$ cat src/rtl/mips_pkg.sv
// Shared types and constants for the MIPS pipeline control logic.
// Holds the hazard sequencer state encoding, PC source codes and the
// pipeline-control bundle with one constructor per control pattern.
package mips_pkg;

    typedef enum logic [1:0] {
        HZ_RESET_HOLD = 2'b00,
        HZ_RUN        = 2'b01,
        HZ_LOAD_STALL = 2'b10,
        HZ_MEM_WAIT   = 2'b11
    } hz_state_e;

    localparam logic [1:0] PCSRC_PC4    = 2'b00;
    localparam logic [1:0] PCSRC_BRANCH = 2'b01;
    localparam logic [1:0] PCSRC_JUMP   = 2'b10;

    // One complete set of pipeline-register and PC controls.
    typedef struct packed {
        logic       pc_write;
        logic [1:0] pc_src;
        logic       if_id_write;
        logic       if_id_flush;
        logic       id_ex_write;
        logic       id_ex_flush;
        logic       ex_mem_write;
        logic       ex_mem_flush;
    } hz_ctrl_t;

    // Reset hold: nothing advances, every register is cleared.
    function automatic hz_ctrl_t ctrl_reset();
        return '{pc_write: 1'b0, pc_src: PCSRC_PC4,
                 if_id_write: 1'b0, if_id_flush: 1'b1,
                 id_ex_write: 1'b0, id_ex_flush: 1'b1,
                 ex_mem_write: 1'b0, ex_mem_flush: 1'b1};
    endfunction

    // Normal flow: every stage advances, sequential PC.
    function automatic hz_ctrl_t ctrl_run();
        return '{pc_write: 1'b1, pc_src: PCSRC_PC4,
                 if_id_write: 1'b1, if_id_flush: 1'b0,
                 id_ex_write: 1'b1, id_ex_flush: 1'b0,
                 ex_mem_write: 1'b1, ex_mem_flush: 1'b0};
    endfunction

    // Memory not ready: the whole pipe holds its contents.
    function automatic hz_ctrl_t ctrl_freeze();
        return '0;
    endfunction

    // Load-use bubble: IF and ID hold, a bubble enters EX, EX/MEM drains.
    function automatic hz_ctrl_t ctrl_bubble();
        return '{pc_write: 1'b0, pc_src: PCSRC_PC4,
                 if_id_write: 1'b0, if_id_flush: 1'b0,
                 id_ex_write: 1'b0, id_ex_flush: 1'b1,
                 ex_mem_write: 1'b1, ex_mem_flush: 1'b0};
    endfunction

    // Taken branch or jump in MEM: redirect the PC, squash the wrong path.
    // A jump wins when both are flagged.
    function automatic hz_ctrl_t ctrl_redirect(input logic is_jump);
        return '{pc_write: 1'b1, pc_src: (is_jump ? PCSRC_JUMP : PCSRC_BRANCH),
                 if_id_write: 1'b1, if_id_flush: 1'b1,
                 id_ex_write: 1'b1, id_ex_flush: 1'b1,
                 ex_mem_write: 1'b1, ex_mem_flush: 1'b1};
    endfunction

endpackage

$ cat src/rtl/hazard_detect_unit.sv
// Load-use hazard detector: flags an instruction in ID that reads the
// destination of a load currently in EX. Register $0 never creates a hazard.
module hazard_detect_unit
    import mips_pkg::*;
#(
    parameter int REG_ADDR_W = 5
) (
    input  logic                  id_ex_mem_read,
    input  logic [REG_ADDR_W-1:0] id_ex_rt,
    input  logic [REG_ADDR_W-1:0] if_id_rs,
    input  logic [REG_ADDR_W-1:0] if_id_rt,
    output logic                  hazard
);

    // Compare the load destination against both ID source specifiers.
    always_comb begin
        hazard = id_ex_mem_read && (id_ex_rt != '0) &&
                 ((id_ex_rt == if_id_rs) || (id_ex_rt == if_id_rt));
    end

endmodule

$ cat src/rtl/pipeline_hazard_ctrl.sv
// Stall/flush sequencer for the 5-stage MIPS pipeline.
// Priority per cycle: memory stall > branch/jump redirect > load-use hazard.
// LOAD_BUBBLES is legal in 1..3 (1 with forwarding, 2 without).
// Optional macro HAZARD_PERF_CNT_EN adds three saturating perf counters.
module pipeline_hazard_ctrl
    import mips_pkg::*;
#(
    parameter int REG_ADDR_W   = 5,
    parameter int LOAD_BUBBLES = 1
`ifdef HAZARD_PERF_CNT_EN
    ,
    parameter int CNT_W        = 16
`endif
) (
    input  logic                  clk,
    input  logic                  reset,
    input  logic [REG_ADDR_W-1:0] if_id_rs,
    input  logic [REG_ADDR_W-1:0] if_id_rt,
    input  logic                  id_ex_mem_read,
    input  logic [REG_ADDR_W-1:0] id_ex_rt,
    input  logic                  mem_branch_taken,
    input  logic                  mem_jump,
    input  logic                  mem_req,
    input  logic                  mem_ready,
    output logic                  pc_write,
    output logic [1:0]            pc_src,
    output logic                  if_id_write,
    output logic                  if_id_flush,
    output logic                  id_ex_write,
    output logic                  id_ex_flush,
    output logic                  ex_mem_write,
    output logic                  ex_mem_flush,
    output logic [1:0]            stall_state
`ifdef HAZARD_PERF_CNT_EN
    ,
    output logic [CNT_W-1:0]      perf_stall_cycles,
    output logic [CNT_W-1:0]      perf_mem_wait_cycles,
    output logic [CNT_W-1:0]      perf_flush_count
`endif
);

    // Bubbles still owed after the one issued on hazard detection.
    localparam logic [1:0] BUBBLE_INIT = 2'(LOAD_BUBBLES - 1);

    hz_state_e  state_q, state_d;
    logic [1:0] bubble_cnt_q, bubble_cnt_d;
    hz_ctrl_t   ctrl;
    logic       hazard;
    logic       mem_stall;
    logic       redirect;
    logic       bubble_evt;    // a load-use bubble is issued this cycle
    logic       redirect_evt;  // a redirect is performed this cycle
    logic       mem_wait_evt;  // the pipe is frozen on memory this cycle

    hazard_detect_unit #(.REG_ADDR_W(REG_ADDR_W)) u_hazard_detect (
        .id_ex_mem_read (id_ex_mem_read),
        .id_ex_rt       (id_ex_rt),
        .if_id_rs       (if_id_rs),
        .if_id_rt       (if_id_rt),
        .hazard         (hazard)
    );

    // Next-state, bubble counter and control outputs in priority order.
    always_comb begin
        // NOTE: every signal gets a default before any branch so no path leaves it unassigned (no latches).
        state_d      = state_q;
        bubble_cnt_d = bubble_cnt_q;
        ctrl         = ctrl_reset();
        bubble_evt   = 1'b0;
        redirect_evt = 1'b0;
        mem_wait_evt = 1'b0;
        mem_stall    = mem_req && !mem_ready;
        redirect     = mem_branch_taken || mem_jump;

        if (state_q == HZ_RESET_HOLD) begin
            state_d = HZ_RUN;
        end else if (mem_stall) begin
            ctrl         = ctrl_freeze();
            mem_wait_evt = 1'b1;
            state_d      = HZ_MEM_WAIT;
        end else if (redirect) begin
            // The squashed load no longer needs its pending bubbles.
            ctrl         = ctrl_redirect(mem_jump);
            redirect_evt = 1'b1;
            bubble_cnt_d = '0;
            state_d      = HZ_RUN;
        end else if (state_q == HZ_LOAD_STALL) begin
            // The hazard term is ignored here: the stall just runs its count down.
            ctrl         = ctrl_bubble();
            bubble_evt   = 1'b1;
            bubble_cnt_d = bubble_cnt_q - 2'd1;
            state_d      = (bubble_cnt_q <= 2'd1) ? HZ_RUN : HZ_LOAD_STALL;
        end else if (hazard) begin
            ctrl         = ctrl_bubble();
            bubble_evt   = 1'b1;
            bubble_cnt_d = BUBBLE_INIT;
            state_d      = (LOAD_BUBBLES > 1) ? HZ_LOAD_STALL : HZ_RUN;
        end else begin
            // RUN, or the release cycle of MEM_WAIT; a load stall cut short
            // by the memory freeze resumes with its remaining bubbles.
            ctrl    = ctrl_run();
            state_d = (bubble_cnt_q != '0) ? HZ_LOAD_STALL : HZ_RUN;
        end
    end

    // State and bubble counter registers with synchronous active-low reset.
    always_ff @(posedge clk) begin
        // NOTE: registers use non-blocking assignments so every flop samples pre-edge values.
        if (!reset) begin
            state_q      <= HZ_RESET_HOLD;
            bubble_cnt_q <= '0;
        end else begin
            state_q      <= state_d;
            bubble_cnt_q <= bubble_cnt_d;
        end
    end

    assign pc_write     = ctrl.pc_write;
    assign pc_src       = ctrl.pc_src;
    assign if_id_write  = ctrl.if_id_write;
    assign if_id_flush  = ctrl.if_id_flush;
    assign id_ex_write  = ctrl.id_ex_write;
    assign id_ex_flush  = ctrl.id_ex_flush;
    assign ex_mem_write = ctrl.ex_mem_write;
    assign ex_mem_flush = ctrl.ex_mem_flush;
    assign stall_state  = state_q;

`ifdef HAZARD_PERF_CNT_EN
    logic [CNT_W-1:0] perf_stall_q, perf_stall_d;
    logic [CNT_W-1:0] perf_mem_q,   perf_mem_d;
    logic [CNT_W-1:0] perf_flush_q, perf_flush_d;

    // Saturating increments: a counter stops at all-ones.
    always_comb begin
        perf_stall_d = perf_stall_q;
        perf_mem_d   = perf_mem_q;
        perf_flush_d = perf_flush_q;
        if (bubble_evt && (perf_stall_q != '1))   perf_stall_d = perf_stall_q + 1'b1;
        if (mem_wait_evt && (perf_mem_q != '1))   perf_mem_d   = perf_mem_q + 1'b1;
        if (redirect_evt && (perf_flush_q != '1)) perf_flush_d = perf_flush_q + 1'b1;
    end

    // Perf counter registers, cleared on reset.
    always_ff @(posedge clk) begin
        if (!reset) begin
            perf_stall_q <= '0;
            perf_mem_q   <= '0;
            perf_flush_q <= '0;
        end else begin
            perf_stall_q <= perf_stall_d;
            perf_mem_q   <= perf_mem_d;
            perf_flush_q <= perf_flush_d;
        end
    end

    assign perf_stall_cycles    = perf_stall_q;
    assign perf_mem_wait_cycles = perf_mem_q;
    assign perf_flush_count     = perf_flush_q;
`endif

endmodule
$ cat config.mk
export PLATFORM = sky130hd
export DESIGN_NAME = pipeline_hazard_ctrl
export DESIGN_NICKNAME = d
export VERILOG_FILES = /design/src/rtl/mips_pkg.sv /design/src/rtl/hazard_detect_unit.sv /design/src/rtl/pipeline_hazard_ctrl.sv
export SDC_FILE = /design/constraint.sdc
export NUM_CORES = 1
export LEC_CHECK = 0
export CAP_MARGIN = 20
export CORE_AREA = 2 2 39 41
export CTS_CLUSTER_SIZE = 10
export DETAILED_ROUTE_END_ITERATION = 8
export DIE_AREA = 0 0 41 43
export DONT_BUFFER_PORTS = 1
export PLACE_DENSITY_LB_ADDON = 0.15
export SETUP_SLACK_MARGIN = 0.02
export SLEW_MARGIN = 20
export SYNTH_ARGS = -nofsm -noshare
export SYNTH_HDL_FRONTEND = slang
export SYNTH_SLANG_ARGS = --single-unit
$ cat constraint.sdc
create_clock -name clk -period 2.1 [get_ports clk]
set_input_delay 0.105 -clock clk [delete_from_list [all_inputs] [get_ports clk]]
set_output_delay 0.105 -clock clk [all_outputs]
set_load 0.01 [all_outputs]
==> impl_metrics.json, run 1 <==
{
  "rsz0062_at_grt": "false",
  "synth.top_cell.area_share_pct": 18.0,
  "ys_seq_elements": 4,
  "ios": 33,
  "yosysWarningCount": 0,
  "synth_nets": 86,
  "die_w_um": 41,
  "startpoint_type": "flip-flop",
  "wl_per_cell_um": 13.0,
  "nNetsFinal": 91,
  "clock_path_buffers": 2,
  "synth_ff_type": "dfxtp_1",
  "area_delta_synth_final_pct": 9.28,
  "synthArstFlopShare_pct": 0,
  "synth_top_family_by_area": "compound AO/OA/AOI/OAI gates",
  "seq_area_frac_synth_pct": 16.5,
  "synthTopCellsByCount": "10 x xor2_1, 5 x nor2_1, 4 x dfxtp_1",
  "fmax_mhz": 565,
  "syn-cell-area_um2": 485,
  "skew_ns": 0.00600,
  "vias": 445,
  "timing_worst_setup_path_type": "flip-flop to output port",
  "grt_antenna_before_repair": 0,
  "rows": 14,
  "drive_above_1_share_pct": 15.4,
  "power_density_mw_per_mm2": 451,
  "cts_sinks": 4,
  "synth_area_per_cell_um2": 7.83,
  "cp-startpoint": "stall_state[0]",
  "power_leakage_nw": 0.192,
  "min_from": "reset",
  "synthMuxAreaShare_pct": 0,
  "synthTopCellsByArea": "xor2_1 18%, dfxtp_1 16%, ha_1 5.2%",
  "final-hold-violation-count": 0,
  "grt_remaining_overflow": 0,
  "core_mm2": 0.00138,
  "placed_area_um2": 498,
  "first_pass_iters": 2,
  "fin_setup_tns_ns": 0,
  "max_cap_viol_count": 0,
  "wirelength_um": 1050,
  "worstPathRequired_ns": 2.00,
  "status": "finished clean",
  "postSynthCellCount": 62,
  "die_h_um": 43,
  "cts_tree": "built",
  "dpl.hpwl_um": 843,
  "min_period_over_period_pct": 84.4,
  "synth_top_area_cell": "xor2_1",
  "cts_buffers": 3,
  "synth-xor-area-share_pct": 18.0,
  "htree_levels": 1,
  "start_util_pct": 35.1,
  "slew_headroom_pct": 54.3,
  "ir_drop_mv": 0.173,
  "portBuffers": 0,
  "fin_area_um2": 531,
  "cts-root-buf": "clkbuf_4",
  "yosys.area_share.simple_pct": 24.2,
  "synthAdderAreaFrac_pct": 5.15,
  "layout_min_cycle_time_ns": 1.77,
  "r2r-start": "stall_state[0]",
  "cp-end-kind": "output port",
  "post_cts_resized": 0,
  "synth_compound_area_share_pct": 29.1,
  "clk_pin_slew_worst_paths_ns": 0.04,
  "hp-class": "primary input to flip-flop",
  "grt_max_degree": 9,
  "grt_pass1_vias": 393,
  "finalSetupViolations": 0,
  "crit_arrival_ns": 1.67,
  "drc": 0,
  "worst_pin_slew_ns": 0.679,
  "yosysMostFrequentCell": "xor2_1",
  "place.gp.congestion": 0.735,
  "drv_slew": 0,
  "synth_edf_count": 0,
  "grt_usage_pct": 13.8,
  "clk_latency_ns": 0.24,
  "grt_pass1_wl_um": 1650,
  "die_area_mm2": 0.00176,
  "first_iter_violations": 1,
  "critPathMaxFanout": 8,
  "postCtsSetupBuffers": 0,
  "antenna_cells": 0,
  "synth_cell_type_count": 31,
  "via_per_inst": 5.49,
  "ant_nets": 0
}
## stage by stage
step | instances | power [W] | utilization, % | hold slack (ns) | worst slack [ns]
after floorplan | 62 | 0.000137 | - | 0.223 | 0.625
after global placement | 77 | 0.000142 | 36.0 | 0.232 | 0.655
after detailed placement | 77 | 0.000142 | 36.0 | 0.228 | 0.543
after CTS | 81 | 0.000244 | 38.3 | 0.0159 | 0.287
after global routing | 81 | 0.000256 | 38.3 | 0.0215 | 0.147
final | 81 | 0.000239 | 38.3 | 0.0210 | 0.329
## final cells by class
class / instances / area, µm²
fill: 161 / 853
multi-input combinational: 52 / 372
sequential: 4 / 80.1
timing repair buffer: 3 / 25.0
clock buffer: 3 / 22.5
tap: 16 / 20.0
inverter: 3 / 11.3
## critical path, cell delays in order (launching register included)
cell	delay, ns
dfxtp_1	0.38
o21ai_0	0.58
inv_1	0.22
and2_1	0.25
## power breakdown
part	total [W]	switching, W	internal [W]
combinational	0.0000599	0.0000333	0.0000266
clock	0.0000970	0.0000330	0.0000640
sequential	0.0000823	0.00000385	0.0000784
total	0.000239	0.0000701	0.000169
## cells in the final DEF, fill, tap and decap left out
cell type and count:
a22oi_2 1, o22ai_1 2, nor2_1 5, a21oi_2 1, o31ai_1 1, a21boi_1 1, nor3b_1 1, a32oi_1 1
and2b_1 1, and2_1 1, buf_4 2, o21ai_4 1, nor4b_1 1, a21o_1 1, nand2_1 2, clkbuf_4 3
o21ai_0 3, or3_1 1, nor3_1 3, xor2_1 10, o21a_1 1, o21ai_1 2, nand2b_1 2, nand3_1 2
o211ai_1 1, a21oi_1 2, o22a_2 1, inv_1 3, nor2b_1 1, dlygate4sd3_1 1, ha_1 2, dfxtp_1 4
or4_4 1
## kinds of logic after synthesis
logic type	after synthesis
AOI/OAI and AO/OA	19
xor gates and xnor gates	10
adders and majority gates	2
buffers and inverters	6
DFF	4
and+or+nand+nor	21
## repair_timing
action | CTS | global route
hold buffers | 1 | 0
hold endpoints to repair | 1 | 0
endpoints found under the setup margin | 0 | 0
## path summary, 6_finish.rpt
check	slack (ns)	end	cells past startpoint
setup / recovery	0.33	pc_src[1]	3
hold / removal	0.02	bubble_cnt_q[0]	1
setup reg to reg	0.64	stall_state[0]	4
hold reg to reg	0.48	bubble_cnt_q[1]	2
## registers in the layout, summed over array words and instances, names as in the netlist
name and cells:
stall_state 2, bubble_cnt_q 2
## routing by layer
layer	up-vias	GRT usage [%]	part of all wire (%)
met5	-	0	0
met3	5	3.14	6.1
li1	229	-	-
met2	20	17.2	42
met1	191	19.9	49
met4	0	10.0	3.2
(Power assumes the default switching activity.)
==> inputs of run 2 (changes only) <==
==> constraint.sdc (replaced) <==
create_clock -name clk -period 1.8 [get_ports clk]
set_input_delay 0.09 -clock clk [delete_from_list [all_inputs] [get_ports clk]]
set_output_delay 0.09 -clock clk [all_outputs]
set_load 0.01 [all_outputs]
==> run 2 against run 1 <==
  * Register-to-register slack got worse by 0.21 ns
  * Clock power rose by 19%
  * Count of clock-buffer cells in the layout did not move
  * Core utilization rose by 0.72 points
  * Routed wire length rose by 1.4%
  * Final cell count rose by 1.2%
  * Sequential share of layout area fell by 0.28 points
  * Worst setup slack got worse by 0.097 ns
  * Sequential cell count did not move
  * Via count rose by 1.1%
  * Combinational power rose by 21%
  * Critical path type unchanged
  * Largest cell class unchanged
  * Largest power group unchanged
  * Highest routed layer unchanged
==> impl_metrics.json, run 2 (synthesis gave the netlist of run 1 again) <==
{
  "power_density_mw_per_mm2": 524,
  "num-fill-cells": 159,
  "slew_headroom_pct": 63.9,
  "grt_max_degree": 9,
  "rows": 14,
  "fin_setup_tns_ns": 0,
  "layout_common_cells": "10 x xor2_1, 5 x nor2_1, 4 x dfxtp_1",
  "rrSetupSlack_ns": 0.43,
  "first_iter_violations": 12,
  "cts_sinks": 4,
  "power_leakage_nw": 0.196,
  "htree_levels": 1,
  "ant_nets": 0,
  "ios": 33,
  "wl_per_cell_um": 13.0,
  "antenna_cells": 0,
  "first_pass_iters": 4,
  "wirelength_um": 1070,
  "final-hold-violation-count": 0,
  "cp_top_family": "flip-flops",
  "cts_buffers": 3,
  "fin_util_pct": 39.1,
  "die_w_um": 41,
  "grt_pass1_wl_um": 1620,
  "timing_worst_setup_path_type": "flip-flop to output port",
  "worstPathRequired_ns": 1.71,
  "layout_min_cycle_time_ns": 1.57,
  "ir_drop_mv": 0.206,
  "status": "finished clean",
  "portBuffers": 0,
  "drive_above_1_share_pct": 15.2,
  "hp-class": "primary input to flip-flop",
  "cts_tree": "built",
  "die_area_mm2": 0.00176,
  "max_cap_viol_count": 0,
  "cp.buffers_inverters": 1,
  "final_common_cell": "xor2_1",
  "cts-root-buf": "clkbuf_4",
  "drc": 0,
  "skew_ns": 0.00603,
  "via_per_inst": 5.49,
  "die_h_um": 43,
  "fmax_mhz": 637,
  "core_mm2": 0.00138,
  "startpoint_type": "flip-flop",
  "cp-end-kind": "output port",
  "clk_latency_ns": 0.24,
  "worst_path_largest_cell_delay_ns": 0.47,
  "finalSetupViolations": 0,
  "vias": 450,
  "clk_pin_slew_worst_paths_ns": 0.04,
  "grt_pass1_vias": 389,
  "nNetsFinal": 92,
  "crit_slowest_cell": "dfxtp_1",
  "crit_path_cell_trace": "o21ai_0 -> buf_4 -> nor3b_1",
  "place.gp.congestion": 0.734,
  "grt_antenna_before_repair": 0,
  "grt_usage_pct": 14.8,
  "worst_pin_slew_ns": 0.541,
  "rsz0062_at_grt": "false",
  "start_util_pct": 35.1,
  "area_delta_synth_final_pct": 11.3,
  "post_cts_resized": 0,
  "critPathMaxFanout": 8,
  "crit_arrival_ns": 1.48,
  "grt_remaining_overflow": 0,
  "drv_slew": 0,
  "min_period_over_period_pct": 87.2,
  "dpl.hpwl_um": 835,
  "clock_path_buffers": 2
}
## run 2: cell count changes in the layout (fill, tap and decap cells not counted), sizes merged
cell / before / now
dlygate4sd3: 1 / 2
## run 2: area by class of cell
class	count	area, µm²	share of cell area [%]
repair buffers	4	35.0	6.48
clock buffers	3	22.5	4.17
well taps	16	20.0	3.70
inverters	3	11.3	2.08
flip-flops and latches	4	80.1	14.8
multi-input cells	52	372	68.7
## run 2: what timing repair did
action | CTS | global route
endpoints found under the setup margin | 0 | 0
setup buffers | 0 | 0
hold buffers | 1 | 1
endpoints found under the hold margin | 1 | 1
## run 2: path summary, 6_finish.rpt
path	from	to	cells past startpoint
worst max-delay path	stall_state[0]	pc_src[0]	3
worst min-delay path	reset	bubble_cnt_q[1]	2
worst max register to register	stall_state[0]	stall_state[0]	5
worst min register to register	bubble_cnt_q[1]	bubble_cnt_q[1]	2
## run 2: per-layer routing
layer,up-vias,global-route usage [%],wire length [µm]
met1,191,19.2,490
met2,24,16.6,435
met3,4,5.76,93
met5,-,0,0
met4,0,16.0,48
li1,231,-,-
## run 2: report_power, final
group	internal (W)	switching [W]
Clock	0.0000748	0.0000399
Combinational	0.0000331	0.0000393
Sequential	0.0000915	0.00000471
## run 2: per-stage QoR
step	setup slack [ns]	area [µm²]	total power, W	cells	hold slack [ns]
after floorplan	0.355	485	0.000159	62	0.208
after global placement	0.430	498	0.000167	77	0.210
after detailed placement	0.446	498	0.000166	77	0.212
after CTS	0.214	531	0.000286	81	0.00188
after global routing	0.0785	541	0.000308	82	0.0200
final	0.231	541	0.000283	82	0.0202
==> inputs of run 3 (changes only) <==
--- a/config.mk
+++ b/config.mk
@@ -5,6 +5,7 @@
 export SDC_FILE = /design/constraint.sdc
 export NUM_CORES = 1
 export LEC_CHECK = 0
+export ABC_AREA = 1
 export CAP_MARGIN = 20
 export CORE_AREA = 2 2 39 41
 export CTS_CLUSTER_SIZE = 10
==> run 3 against run 2 <==
  * Sequential share of layout area down 0.78 points
  * Sequential power up 5%
  * Maximum frequency up 7.4%
  * Largest cell class unchanged
  * Critical path depth up 1
==> impl_metrics.json, run 3 <==
{
  "synth_edf_count": 0,
  "ios": 33,
  "dpl.hpwl_um": 880,
  "place_ws_ns": 0.570,
  "rows": 14,
  "synthMuxAreaShare_pct": 0,
  "core_mm2": 0.00138,
  "wl_per_cell_um": 8.42,
  "timing_worst_setup_path_type": "flip-flop to output port",
  "drive_above_1_share_pct": 13.5,
  "seq_area_frac_synth_pct": 15.0,
  "synthTopCellsByArea": "nand2_1 23%, dfxtp_1 15%, inv_1 12%",
  "layout_common_cells": "33 x nand2_1, 17 x inv_1, 16 x nor2_1",
  "wirelength_um": 1010,
  "fin_cells": 120,
  "ys_seq_elements": 4,
  "rsz0062_at_grt": "false",
  "synthTopCellsByCount": "33 x nand2_1, 17 x inv_1, 16 x nor2_1",
  "synth_area_per_cell_um2": 5.23,
  "cts_tree": "built",
  "via_per_inst": 4.36,
  "synth_top_family_by_area": "simple AND/OR/NAND/NOR gates",
  "fin_util_pct": 41.2,
  "synth_compound_area_share_pct": 6.81,
  "yosysMostFrequentCell": "nand2_1",
  "ant_nets": 0,
  "worst_pin_slew_ns": 0.636,
  "rrSetupSlack_ns": 0.65,
  "portBuffers": 0,
  "status": "finished clean",
  "holdPathStages": 2,
  "hp-class": "primary input to flip-flop",
  "min_from": "reset",
  "grt_usage_pct": 14.5,
  "grt_antenna_before_repair": 0,
  "die_h_um": 43,
  "vias": 523,
  "num-fill-cells": 155,
  "synth_top_area_cell": "nand2_1",
  "fin_setup_tns_ns": 0,
  "cp-end-kind": "output port",
  "yosysWarningCount": 0,
  "cts_sinks": 4,
  "drc": 0,
  "power_leakage_nw": 0.347,
  "clk_pin_slew_worst_paths_ns": 0.03,
  "start_util_pct": 38.5,
  "min_period_over_period_pct": 81.1,
  "nNetsFinal": 130,
  "antenna_cells": 0,
  "synth.top_cell.area_share_pct": 23.2,
  "die_area_mm2": 0.00176,
  "die_w_um": 41,
  "clk_latency_ns": 0.23,
  "synthAdderAreaFrac_pct": 4.69,
  "max_cap_viol_count": 0,
  "postCtsSetupBuffers": 0,
  "grt_pass1_vias": 492,
  "synth_ff_type": "dfxtp_1",
  "placed_area_um2": 538,
  "crit_arrival_ns": 1.37,
  "ir_drop_mv": 0.349,
  "r2r-start": "stall_state[1]",
  "fmax_mhz": 685,
  "fin_area_um2": 571,
  "first_iter_violations": 8,
  "synthArstFlopShare_pct": 0,
  "first_pass_iters": 4,
  "clock_path_buffers": 2,
  "htree_levels": 1,
  "grt_pass1_wl_um": 1770,
  "synth_nets": 126,
  "critPathMaxFanout": 8,
  "worstPathRequired_ns": 1.71,
  "layout_min_cycle_time_ns": 1.46,
  "cts-root-buf": "clkbuf_4",
  "final_common_cell": "nand2_1",
  "skew_ns": 0.00250,
  "synth-xor-area-share_pct": 3.29,
  "cts_buffers": 3,
  "startpoint_type": "flip-flop",
  "postSynthCellCount": 102,
  "worst_slack_ns": 0.340,
  "drv_slew": 0,
  "final-hold-violation-count": 0,
  "slew_headroom_pct": 57.2,
  "dp.cells": 116,
  "r2r-end": "bubble_cnt_q[1]",
  "grt_max_degree": 9,
  "area_delta_synth_final_pct": 7.04,
  "grt_remaining_overflow": 0,
  "syn-cell-area_um2": 533,
  "place.gp.congestion": 0.720,
  "rr_worst_depth": 8,
  "min_to": "stall_state[0]",
  "yosys.area_share.simple_pct": 49.8,
  "power_density_mw_per_mm2": 537,
  "finalSetupViolations": 0,
  "synth_cell_type_count": 20
}
-- run 3: changes by cell type after synthesis, sizes merged, moves of 3 or more --
cell | previous run | this run
nand3 | 2 | 8
xor2 | 10 | 0
inv | 3 | 22
nand2 | 2 | 34
nor3 | 3 | 0
o21ai | 6 | 2
nor2 | 5 | 18
-- run 3: kinds of logic (layout without fill, tap and decap cells) --
kind of cell,count (synthesis),count (layout)
buffers and inverters,26,28
flip-flops,4,4
adder cells (fa/ha/maj),2,2
AO/OA/AOI/OAI,6,6
AND/OR/NAND/NOR,62,62
XOR/XNOR,2,2
-- run 3: worst max-delay path by stage --
stage	start	endpoint	slack, ns	cells after the start
after detailed placement	stall_state[1]	if_id_write	0.57	4
after global routing	stall_state[1]	id_ex_write	0.21	4
after CTS	stall_state[1]	if_id_write	0.32	4
after global placement	stall_state[1]	id_ex_write	0.60	4
after floorplan	stall_state[1]	if_id_write	0.48	4
final	stall_state[1]	id_ex_write	0.34	4
-- run 3: layout make-up --
class | instances | area (µm²) | area share (%)
Multi-Input combinational cell | 72 | 344 | 60.3
Inverter | 23 | 86.3 | 15.1
Sequential cell | 4 | 80.1 | 14.0
Clock buffer | 3 | 22.5 | 3.95
Tap cell | 16 | 20.0 | 3.51
Timing Repair Buffer | 2 | 17.5 | 3.07
-- run 3: repair_timing --
action	in CTS	in global routing
endpoints found under the hold margin	2	0
hold buffers	1	0
gates resized for setup	0	0
-- run 3: critical path, stage by stage (launching register included) --
cell	delay, ns
dfxtp_1	0.39
nor2_1	0.13
nor2_4	0.25
a21boi_1	0.20
buf_4	0.18
-- run 3: power by group --
group          internal [W]  switching [W]  leakage, nW
sequential        0.0000954     0.00000536       0.0331
combinational     0.0000383      0.0000621        0.300
clock             0.0000742      0.0000310       0.0138
-- run 3: routing by layer --
metal	global-route usage [%]	part of all wire, %	vias up
li1	-	-	303
met1	17.4	46	207
met2	21.9	48	13
met3	4.19	5.6	0
met4	8.00	0	0
met5	0	0	-
-- run 3: stage by stage --
stage / total power, W / hold slack [ns]
final: 0.000306 / 0.0164
after global placement: 0.000202 / 0.215
after global routing: 0.000337 / 0.0305
after detailed placement: 0.000201 / 0.219
after floorplan: 0.000194 / 0.211
after CTS: 0.000314 / 0.00768
